[src/rtl/regfile_writer_if.sv]
// rtl/regfile_writer_if.sv - write-request handshake bundle for the operand register file
interface regfile_writer_if #(
    parameter int WIDTH = 8
);
    logic             wr_valid;
    logic             wr_ready;
    logic [1:0]       wr_addr;
    logic [WIDTH-1:0] wr_data;
    logic             wr_ack;

    modport master (
        output wr_valid,
        output wr_addr,
        output wr_data,
        input  wr_ready,
        input  wr_ack
    );

    modport slave (
        input  wr_valid,
        input  wr_addr,
        input  wr_data,
        output wr_ready,
        output wr_ack
    );
endinterface

[src/rtl/regfile_writer.sv]
// rtl/regfile_writer.sv - 4-entry operand register file with default reload and handshaked writes
module regfile_writer #(
    parameter int             WIDTH = 8,
    parameter logic [WIDTH-1:0] INIT0 = 8'h48,
    parameter logic [WIDTH-1:0] INIT1 = 8'hAF,
    parameter logic [WIDTH-1:0] INIT2 = 8'hCC,
    parameter logic [WIDTH-1:0] INIT3 = 8'h32
) (
    input  logic             clk,
    input  logic             rst,
    input  logic             clr,
    regfile_writer_if.slave  wr,
    output logic             init_done,
    input  logic [1:0]       rd_sel1,
    input  logic [1:0]       rd_sel2,
    output logic [WIDTH-1:0] rd_data1,
    output logic [WIDTH-1:0] rd_data2,
    output logic [WIDTH-1:0] reg_a,
    output logic [WIDTH-1:0] reg_b,
    output logic [WIDTH-1:0] reg_c,
    output logic [WIDTH-1:0] reg_d,
    output logic [7:0]       wr_count
);

    typedef enum logic {
        ST_INIT,
        ST_IDLE
    } state_t;

    state_t           state;
    logic [1:0]       cnt;
    logic [WIDTH-1:0] regs [4];
    logic             ack_q;
    logic [7:0]       count_q;
    logic             accept;

    function automatic logic [WIDTH-1:0] init_val(input logic [1:0] idx);
        case (idx)
            2'd0:    init_val = INIT0;
            2'd1:    init_val = INIT1;
            2'd2:    init_val = INIT2;
            default: init_val = INIT3;
        endcase
    endfunction

    // clr blocks acceptance in the same cycle it forces the reload
    assign wr.wr_ready = (state == ST_IDLE) && !clr;
    assign accept      = wr.wr_valid && wr.wr_ready;

    always_ff @(posedge clk) begin
        if (rst) begin
            state   <= ST_INIT;
            cnt     <= 2'd0;
            ack_q   <= 1'b0;
            count_q <= 8'd0;
            for (int i = 0; i < 4; i++) begin
                regs[i] <= '0;
            end
        end else begin
            ack_q <= 1'b0;
            case (state)
                ST_INIT: begin
                    regs[cnt] <= init_val(cnt);
                    cnt       <= cnt + 2'd1;
                    if (cnt == 2'd3) begin
                        state <= ST_IDLE;
                    end
                end
                default: begin
                    if (clr) begin
                        state <= ST_INIT;
                        cnt   <= 2'd0;
                    end else if (accept) begin
                        regs[wr.wr_addr] <= wr.wr_data;
                        count_q          <= count_q + 8'd1;
                        ack_q            <= 1'b1;
                    end
                end
            endcase
        end
    end

    assign wr.wr_ack = ack_q;
    assign wr_count  = count_q;
    assign init_done = (state == ST_IDLE);

    assign rd_data1 = regs[rd_sel1];
    assign rd_data2 = regs[rd_sel2];
    assign reg_a    = regs[0];
    assign reg_b    = regs[1];
    assign reg_c    = regs[2];
    assign reg_d    = regs[3];

endmodule

[src/flat_wrapper.sv]
// flat-port wrapper written by rule: the top's interface ports become plain ports
module regfile_writer_flat 
#(
    parameter int             WIDTH = 8,
    parameter logic [WIDTH-1:0] INIT0 = 8'h48,
    parameter logic [WIDTH-1:0] INIT1 = 8'hAF,
    parameter logic [WIDTH-1:0] INIT2 = 8'hCC,
    parameter logic [WIDTH-1:0] INIT3 = 8'h32
)
  (clk, rst, clr, init_done, rd_sel1, rd_sel2, rd_data1, rd_data2, reg_a, reg_b, reg_c, reg_d, wr_count, wr_wr_valid, wr_wr_addr, wr_wr_data, wr_wr_ready, wr_wr_ack);
  regfile_writer_if #(.WIDTH(WIDTH)) wr_i ();
  input  logic clk;
  input  logic rst;
  input  logic clr;
  output logic init_done;
  input  logic [1:0] rd_sel1;
  input  logic [1:0] rd_sel2;
  output logic [WIDTH-1:0] rd_data1;
  output logic [WIDTH-1:0] rd_data2;
  output logic [WIDTH-1:0] reg_a;
  output logic [WIDTH-1:0] reg_b;
  output logic [WIDTH-1:0] reg_c;
  output logic [WIDTH-1:0] reg_d;
  output logic [7:0] wr_count;
  input wire logic [$bits(wr_i.wr_valid)-1:0] wr_wr_valid;
  input wire logic [$bits(wr_i.wr_addr)-1:0] wr_wr_addr;
  input wire logic [$bits(wr_i.wr_data)-1:0] wr_wr_data;
  output wire logic [$bits(wr_i.wr_ready)-1:0] wr_wr_ready;
  output wire logic [$bits(wr_i.wr_ack)-1:0] wr_wr_ack;
  assign wr_i.wr_valid = wr_wr_valid;
  assign wr_i.wr_addr = wr_wr_addr;
  assign wr_i.wr_data = wr_wr_data;
  assign wr_wr_ready = wr_i.wr_ready;
  assign wr_wr_ack = wr_i.wr_ack;
  regfile_writer #(.WIDTH(WIDTH), .INIT0(INIT0), .INIT1(INIT1), .INIT2(INIT2), .INIT3(INIT3)) u_core (.clk(clk), .rst(rst), .clr(clr), .wr(wr_i), .init_done(init_done), .rd_sel1(rd_sel1), .rd_sel2(rd_sel2), .rd_data1(rd_data1), .rd_data2(rd_data2), .reg_a(reg_a), .reg_b(reg_b), .reg_c(reg_c), .reg_d(reg_d), .wr_count(wr_count));
endmodule
[config.mk]
export PLATFORM = sky130hd
export DESIGN_NAME = regfile_writer_flat
export DESIGN_NICKNAME = d
export VERILOG_FILES = /design/src/rtl/regfile_writer_if.sv /design/src/rtl/regfile_writer.sv /design/src/flat_wrapper.sv
export SDC_FILE = /design/constraint.sdc
export NUM_CORES = 1
export LEC_CHECK = 0
export BUFFER_PORTS_ARGS = -buffer_cell sky130_fd_sc_hd__buf_2
export CAP_MARGIN = 10
export CORE_MARGIN = 5
export CORE_UTILIZATION = 45
export CTS_CLUSTER_DIAMETER = 60
export DETAILED_ROUTE_END_ITERATION = 10
export PLACE_DENSITY = 0.76
export SYNTH_ARGS = -nofsm -noshare
export SYNTH_HDL_FRONTEND = slang
export SYNTH_SLANG_ARGS = --single-unit
[constraint.sdc]
create_clock -name clk -period 1.9 [get_ports clk]
set_input_delay 0.095 -clock clk [delete_from_list [all_inputs] [get_ports clk]]
set_output_delay 0.095 -clock clk [all_outputs]
set_load 0.01 [all_outputs]
# After elaboration in Yosys (flattened, before gate mapping)
# Memory sizes are Yosys's and may differ from the RTL's.
# Cells that the tools add are included.
dict set report totals {
  reg_bits 12
  word_cells 43
  output_inout_bits 59
  n_memories 1
  ram_bits 32
  input_bits 18
}
dict set report op_classes {
  n_mux 24
  n_eq_ne 4
  n_reduce_logical 7
  n_bitwise 1
  n_addsub 2
}
# name depth word_bits rd rd_ports_with_merged_regs write_ports line_no
set mem_list {}
lappend mem_list {u_core.regs 4 8 6 0 4 regfile_writer.sv:32} ;# logic [WIDTH-1:0] regs [4];
# cell count
set op_table {}
lappend op_table {{8-bit two-way mux} 4}
lappend op_table {{8-bit one-hot mux with 3 select lines} 1}
lappend op_table {{8-bit OR reduction} 2}
lappend op_table {{1-bit two-way mux} 15}
lappend op_table {{8-bit by 1-bit adder with 8-bit output, second input constant} 1}
lappend op_table {{2-bit two-way mux} 4}
lappend op_table {{2-bit equality test, second input constant} 2}
lappend op_table {{3-bit AND reduction} 1}
lappend op_table {{2-bit by 1-bit adder with 2-bit output, second input constant} 1}
lappend op_table {{2-bit by 1-bit equality test with 1-bit output, second input constant} 1}
lappend op_table {{1-bit logical AND} 2}
lappend op_table {{2-bit logical NOT} 1}
lappend op_table {{2-bit inequality test, second input constant} 1}
lappend op_table {{1-bit logical NOT} 1}
lappend op_table {{1-bit NOT} 1}

# Longest topological paths before layout
# Gate-level depths: netlist (run 1).
dict set report logic_depth {
  word_depth 10
  mapped_depth 5
}

# Worst setup path before layout (run 1)
# OpenSTA, ideal clock, no wires.
dict set report synth_path {
  kind {register to register}
  start {reg u_core.state, in the netlist u_core.init_done}
  end {mem u_core.regs[3][0] (enable)}
  t_arrival_ns 1.735
  t_required_ns 1.513
  path_stages_with_launch 5
  setup_ns 0.387
  slack_ns -0.222
  cell_sequence {dfxtp_1 clkbuf_1 and4b_1 nor2_1 o31ai_1}
}
# item line_no
set synth_rtl {}
lappend synth_rtl {{start: declaration} regfile_writer.sv:30} ;# state_t state;
lappend synth_rtl {{start signal: assignment} regfile_writer.sv:52} ;# state <= ST_INIT;
lappend synth_rtl {{start signal: assignment} regfile_writer.sv:66} ;# state <= ST_IDLE;
lappend synth_rtl {{start signal: assignment} regfile_writer.sv:71} ;# state <= ST_INIT;
lappend synth_rtl {{end: declaration} regfile_writer.sv:32}

==> out/qor_table.md, run 1 <==
| Step | Quantity | This run |
|---|---|---|
| final layout | Antenna Diode Count | 0 |
| sta | Post-Route Hold Slack | 173 ps |
| sta | Setup-violating endpoint count in the final report | 0 |
| floorplan | DIE AREA | 6720 um^2 |
| sta | Share of the clock period used by the worst path | 93.1% |
| logic synthesis | Number of distinct library cells after synthesis | 33 |
| grt | Initial antenna violation count | 0 |
| routing | Number of DRC violations after detailed-routing iteration 0 | 112 |
| logic synthesis | Cell area after synthesis | 2330 um^2 |
| logic synthesis | Warnings, synthesis | 0 |
| grt | Grt ovf | 0 |
| sta | Final Hold Vio Count | 0 |
| pwr | P_leak | 0.00126 uW |
| setup path | Reg2Reg Launch Point | u_core.init_done |
| place | Cell total after placement | 327 |
| floorplan | Number of top-level pins | 77 |
| setup path | Setup Crit Path Kind | flip-flop to flip-flop |
| setup path | End of the worst register-to-register path | u_core.regs[2][7] |
| pwr | Total design power | 2380 uW |
| sta | Number of max-slew violations in the final report | 0 |
| logic synthesis | Fraction of synthesized cell area taken by the top area cell type | 41.2% |
| sta | Clock period minus final worst setup slack | 1770 ps |
| place | DP Worst Slack | 125 ps |
| logic synthesis | Most numerous cell types in the synthesized netlist | edfxtp_1 (32), nor2_1 (32), mux4_2 (16), dfxtp_1 (12), inv_1 (11) |
| sta | RSZ-0062 raised after global routing | false |
| clock tree | Total number of H-tree levels | 2 |
| setup path | Sequence of cells on the critical path | nor2_1, o221ai_4, nand2_1 |
| routing | Average vias per placed instance | 5.31 |
| floorplan | Starting utilization of the core area | 46.0% |
| pwr | Power per cell area | 814 nW/um^2 |
| routing | Routed via count | 1780 |
| routing | DRC | 0 |
| setup path | Origin of the worst setup path | u_core.init_done |
| clock tree | CTS Buf Count | 5 |
| clock tree | Cell at the root of the clock tree | clkbuf_8 |
| min path | Hold Crit Class | input pin to flip-flop |
| flow run | Number of max-capacitance violations reported | 0 |
| floorplan | Die Span X | 82.0 um |
| clock tree | Clock network latency to the later pin of the worst-skew pair | 300 ps |
| final layout | Layout overhead on the synthesized area | 25.2% |
| setup path | Worst endpoint required time | 1860 ps |
| floorplan | Chip Height | 82.0 um |
| routing | Detailed Route WL | 5460 um |
| clock tree | Number of sinks on the clock net | 44 |
| logic synthesis | Number of synthesized flops with an enable pin | 32 |
| sta | Highest achievable clock rate | 565 MHz |
| sta | Pin slew with the least headroom to its limit | 578 ps |
| place | Gpl congestion | 0.777 |
| place | Placed wire-length estimate | 4180 um |
| logic synthesis | Area contributors post-synth | edfxtp_1 (41%), mux4_2 (15%), dfxtp_1 (10%), nor2_1 (5.2%), ha_1 (2.7%) |
| final layout | Total number of nets in the final design | 287 |
| clock tree | Reg clk slew, reported paths | 90 ps |
| place | IO Port Bufs | 76 |
| logic synthesis | Number of synthesized register bits | 44 |
| setup path | Peak fanout along the critical path | 14 |
| final layout | Fin cells | 335 |
| logic synthesis | Share of the yosys chip area belonging to registers | 51.5% |
| sta | Accumulated negative setup slack | 0 ps |
| grt | Wire length of the first global-routing pass | 8510 um |
| routing | Number of search-and-repair iterations in the first detailed-routing pass | 4 |
| grt | Via count of the first global-routing pass | 1727 |
| logic synthesis | Proportion of synthesized flip-flops having asynchronous set or reset | 0% |
| routing | Routed length per instance | 16.3 um |
| logic synthesis | Synthesized area per cell | 12.6 um^2 |
| clock tree | Setup fix buffers added after clock tree synthesis | 0 |
| final layout | Share of final-layout standard cells stronger than drive strength 1 | 45.3% |
| setup path | FF-to-FF path depth | 3 |
| setup path | Category of the worst setup path capture point | flip-flop |
| logic synthesis | Most frequently used flop master after synthesis | edfxtp_1 |
| clock tree | Clock buffer depth | 2 |
| floorplan | Core region area | 5070 um^2 |
| run status | Status | finished clean |
| logic synthesis | Number of nets produced by synthesis | 208 |
| routing | Residual antenna-violating net count after detailed routing | 0 |
| clock tree | TritonCTS clock tree | built |
| setup path | Crit-path max cell delay | 500 ps |
| logic synthesis | Library cell occupying the most area in the post-synthesis netlist | edfxtp_1 |
| sta | Max-Slew Margin vs Limit | 61.3% |
| pwr | Maximum resistive drop on vdd | 0.337 mV |
| setup path | Critical path startpoint category | flip-flop |
| grt | Overall track demand over capacity in global routing | 17.0% |
| clock tree | CTS hold repair buffers | 0 |
| sta | Final setup skew | 8.76 ps |
| setup path | Highest-delay cell along the critical path | nor2_1 |
| sta | Worst path setup slack after routing | 131 ps |
| setup path | Worst setup endpoint | u_core.regs[2][7] |
| setup path | Arrival @ worst endpoint | 1730 ps |
| setup path | Register-to-Register Setup Slack | 130 ps |
| grt | Largest net degree at the start of global routing | 15 |
| logic synthesis | Cell count after synthesis | 185 |
| floorplan | # rows | 26 |
==> metal layers <==
layer / vias to the layer above / global-route usage, % / part of all wire [%]
li1: 854 / - / -
met1: 844 / 21.6 / 42
met2: 75 / 29.2 / 49
met3: 7 / 3.84 / 7.5
met4: 0 / 4.15 / 1.1
met5: - / 0 / 0
==> state kept, by name, indices dropped and copies added (netlist names) <==
name              cells
u_core.wr.wr_ack      1
u_core.init_done      1
u_core.wr_count       8
u_core.cnt            2
u_core.regs          32
==> cell type report <==
cell class | count | area [um^2]
clock buffer | 5 | 68.8
clock inverter | 3 | 42.5
fill | 456 | 2150
inverter | 12 | 45.0
multi-input combinational | 119 | 1050
sequential | 44 | 1200
tap | 70 | 87.6
timing repair buffer | 82 | 425
==> metrics by stage <==
stage	area [um^2]	utilization, %
3_5_place_dp	2810	55.3
5_1_grt	2920	57.5
4_1_cts	2920	57.5
6_report	2920	57.5
3_3_place_gp	2810	55.3
2_1_floorplan	2340	-
==> layout by cell type, fill, tap and decap left out, types with 6 or more instances in the layout <==
cell / n
buf_2: 76
dfxtp_1: 12
inv_1: 11
a21oi_1: 9
nor2_1: 32
edfxtp_1: 32
buf_4: 6
mux4_2: 16
nand2_1: 7
==> power breakdown <==
group          total (uW)  internal, uW  switching, uW
Combinational         492           222            270
Sequential           1180          1120           58.6
Clock                 709           389            320
Total                2380          1730            649
==> cells by family after synthesis <==
logic type      after synthesis  share of synthesized area [%]
compound gates               26                           8.80
fa+ha+maj                     5                           2.68
flops                        44                           51.5
simple gates                 70                           17.0
xor+xnor                      2                          0.751
buf+inv                      22                           3.81
mux                          16                           15.5
==> timing repair <==
item | in CTS | in global routing
endpoints found under the hold margin | 0 | 0
endpoints found under the setup margin | 0 | 8
gates resized for setup | 0 | 1
==> worst min-delay path by stage <==
stage                       start                 end  slack [ps]  cells past startpoint
4_1_cts               wr_wr_valid  u_core.wr_count[1]         160                      3
5_1_grt             wr_wr_data[1]   u_core.regs[3][1]         190                      3
6_report              wr_wr_valid  u_core.wr_count[1]         170                      3
2_1_floorplan                 rst       u_core.cnt[1]         330                      2
3_3_place_gp   u_core.wr_count[7]  u_core.wr_count[7]         470                      2
3_5_place_dp   u_core.wr_count[7]  u_core.wr_count[7]         480                      2
==> worst max-delay path, delay by kind of cell, from the launching register on <==
kind | cells | cell delay [ps]
flip-flops | 1 | 430
AO/OA/AOI/OAI | 1 | 180
AND/OR/NAND/NOR | 2 | 820
(Power assumes the default switching activity.)
==> inputs of run 2 (changes only) <==
--- a/config.mk
+++ b/config.mk
@@ -7,10 +7,13 @@
 export LEC_CHECK = 0
 export BUFFER_PORTS_ARGS = -buffer_cell sky130_fd_sc_hd__buf_2
 export CAP_MARGIN = 10
+export CELL_PAD_IN_SITES_DETAIL_PLACEMENT = 1
+export CELL_PAD_IN_SITES_GLOBAL_PLACEMENT = 1
 export CORE_MARGIN = 5
-export CORE_UTILIZATION = 45
+export CORE_UTILIZATION = 35
 export CTS_CLUSTER_DIAMETER = 60
 export DETAILED_ROUTE_END_ITERATION = 10
+export GPL_TIMING_DRIVEN = 0
 export PLACE_DENSITY = 0.76
 export SYNTH_ARGS = -nofsm -noshare
 export SYNTH_HDL_FRONTEND = slang
==> run 2 against run 1 <==
  * Die area grew 25%
  * Worst hold slack got worse by 120 ps
  * Combinational power increased by 4.9%
  * Sequential power hardly changed
  * Cell area is 1.1% higher
  * Fmax is 2.4% lower
  * Largest power group unchanged
==> out/qor_table.md, run 2 (synthesis results as in run 1) <==
| Step | Quantity | This run | Delta |
|---|---|---|---|
| sta | Pin slew with the least headroom to its limit | 638 ps | +60.6 ps |
| final layout | Most common library cell in the layout ignoring fill and taps | buf_2 |  |
| setup path | Critical path startpoint category | flip-flop |  |
| sta | Clock period minus final worst setup slack | 1810 ps | +43.6 ps |
| floorplan | Core region area | 6420 um^2 | +27% |
| pwr | Clock network fraction of total power | 29.6% | -0.2 points |
| clock tree | Total number of H-tree levels | 2 | unchanged |
| grt | Initial antenna violation count | 0 | unchanged |
| setup path | Arrival @ worst endpoint | 1830 ps | +100 ps |
| final layout | Cell area after layout | 2950 um^2 | +1.1% |
| final layout | Share of final-layout standard cells stronger than drive strength 1 | 44.5% | -0.75 points |
| clock tree | Reg clk slew, reported paths | 80 ps | about the same |
| pwr | Switch Pwr | 674 uW | +3.9% |
| sta | Final setup skew | 6.34 ps | -2.42 ps |
| place | IO Port Bufs | 71 | -6.6% |
| grt | Via count of the first global-routing pass | 1991 | +15% |
| grt | Overall track demand over capacity in global routing | 15.8% | -1.2 points |
| run status | Status | finished clean |  |
| sta | Final Hold Vio Count | 0 | unchanged |
| clock tree | TritonCTS clock tree | built |  |
| routing | Average vias per placed instance | 5.42 | +1.9% |
| clock tree | CTS hold repair buffers | 0 | unchanged |
| setup path | Worst endpoint required time | 1920 ps | +60 ps |
| floorplan | Number of top-level pins | 77 | unchanged |
| floorplan | DIE AREA | 8400 um^2 | +25% |
| floorplan | # rows | 29 | +12% |
| pwr | Combinational share of power | 21.4% | +0.7 points |
| place | Placed wire-length estimate | 5070 um | +21% |
| place | DP Worst Slack | -441 ps | -565 ps |
| routing | Routed length per instance | 19.2 um | +18% |
| routing | Number of search-and-repair iterations in the first detailed-routing pass | 4 | unchanged |
| clock tree | Clock network latency to the later pin of the worst-skew pair | 300 ps | about the same |
| final layout | Total number of nets in the final design | 287 | unchanged |
| sta | Setup-violating endpoint count in the final report | 0 | unchanged |
| clock tree | Cell at the root of the clock tree | clkbuf_8 |  |
| flow run | Number of max-capacitance violations reported | 0 | unchanged |
| pwr | Power per cell area | 815 nW/um^2 | about the same |
| sta | Share of the clock period used by the worst path | 95.4% | +2.3 points |
| final layout | Layout overhead on the synthesized area | 26.6% |  |
| grt | Grt ovf | 0 | unchanged |
| routing | DRC | 0 | unchanged |
| floorplan | Chip Height | 91.6 um | +12% |
| clock tree | Clock buffer depth | 2 | unchanged |
| final layout | Max reg flops | 32 | unchanged |
| setup path | Peak fanout along the critical path | 10 | -4 |
| pwr | Part of the power in registers | 48.9% | -0.6 points |
| pwr | Maximum resistive drop on vdd | 0.266 mV | -21% |
| place | Gpl congestion | 0.748 | -3.7% |
| floorplan | Starting utilization of the core area | 36.3% | -9.6 points |
| clock tree | Number of sinks on the clock net | 44 | unchanged |
| sta | Max-Slew Margin vs Limit | 57.0% | -4.3 points |
| final layout | Largest reg by FF count | u_core.regs |  |
| setup path | Category of the worst setup path capture point | flip-flop |  |
| final layout | Top library cells by usage in the layout, fill and taps aside | buf_2 (77), edfxtp_1 (32), nor2_1 (31) |  |
| min path | Hold Crit Class | input pin to flip-flop |  |
| pwr | Internal Dissipation | 1730 uW | +0.22% |
| sta | RSZ-0062 raised after global routing | false |  |
| grt | Wire length of the first global-routing pass | 10500 um | +23% |
| pwr | P_leak | 0.00126 uW | about the same |
| final layout | Antenna Diode Count | 0 | unchanged |
| sta | Worst path setup slack after routing | 87.0 ps | -43.6 ps |
| routing | Routed via count | 1852 | +4.0% |
| routing | Detailed Route WL | 6560 um | +20% |
| pwr | Sw frac | 28.0% | +0.71 points |
| routing | Residual antenna-violating net count after detailed routing | 0 | unchanged |
| sta | Highest achievable clock rate | 552 MHz | -2.4% |
| final layout | Fill count | 707 | +55% |
| sta | Number of max-slew violations in the final report | 0 | unchanged |
| clock tree | CTS Buf Count | 5 | unchanged |
| floorplan | Die Span X | 91.6 um | +12% |
| place | Cell area reported after detailed placement | 2790 um^2 | -0.62% |
| setup path | Setup Crit Path Kind | flip-flop to flip-flop |  |
| grt | Largest net degree at the start of global routing | 14 | -1 |
| routing | Number of DRC violations after detailed-routing iteration 0 | 101 | -9.8% |
==> run 2: cell types whose count changed in the layout (fill, tap and decap cells not counted), moves of 2 or more <==
| cell | previous run | this run |
|---|---|---|
| buf_4 | 6 | 0 |
| clkbuf_1 | 0 | 3 |
| buf_1 | 0 | 2 |
| nand2_1 | 7 | 5 |
==> run 2: routing by layer <==
metal  GRT usage, %  wire length [um]  vias to the layer above
met3           4.09               439                        4
li1               -                 -                      855
met4           3.39                42                        0
met1           18.0              2660                      925
met2           29.5              3410                       68
met5              0                 0                        -
==> run 2: final timing paths <==
kind,startpoint,cells past startpoint,slack (ps),endpoint
setup / recovery,u_core.init_done,5,90,u_core.regs[3][4]
hold / removal,rst,2,50,u_core.cnt[1]
setup reg to reg,u_core.init_done,5,90,u_core.regs[3][4]
hold reg to reg,u_core.wr_count[7],2,490,u_core.wr_count[7]
==> run 2: final cells by class <==
| class | instances | area [um^2] | area share (%) |
|---|---|---|---|
| buffer | 10 | 45.0 | 1.53 |
| clock buffer | 6 | 72.6 | 2.46 |
| clock inverter | 2 | 35.0 | 1.19 |
| inverter | 12 | 45.0 | 1.53 |
| multi-input combinational | 119 | 1080 | 36.7 |
| sequential | 44 | 1200 | 40.7 |
| tap | 77 | 96.3 | 3.26 |
| timing repair buffer | 72 | 375 | 12.7 |
==> run 2: critical path, cell delays in order (launching register included) <==
cell,delay (ps)
dfxtp_1,450
buf_2,250
and4b_1,300
nor2_1,100
o31ai_4,270
buf_12,170
==> run 2: power by group through the flow <==
stage / combinational (uW) / sequential (uW) / clock, uW
final: 516 / 1180 / 712
after global routing: 559 / 1190 / 768
after CTS: 521 / 1180 / 725
after detailed placement: 500 / 1200 / 0
after global placement: 488 / 1190 / 0
after floorplan: 272 / 1220 / 0
==> run 2: through the flow <==
stage / utilization (%) / std cells / hold WS (ps) / setup TNS, ps / total power [uW]
after detailed placement: 43.4 / 333 / 373 / -7810 / 1700
after global routing: 46.0 / 342 / 62.0 / 0 / 2520
final: 46.0 / 342 / 48.6 / 0 / 2410
after global placement: 43.4 / 333 / 367 / -7700 / 1680
after floorplan: - / 185 / 331 / 0 / 1490
after CTS: 45.9 / 342 / 54.5 / 0 / 2420
==> run 2: what timing repair did <==
item,CTS,global route
resized for setup,7,2
setup buffers,1,0
pin swaps,1,0
setup endpoints to repair,32,23
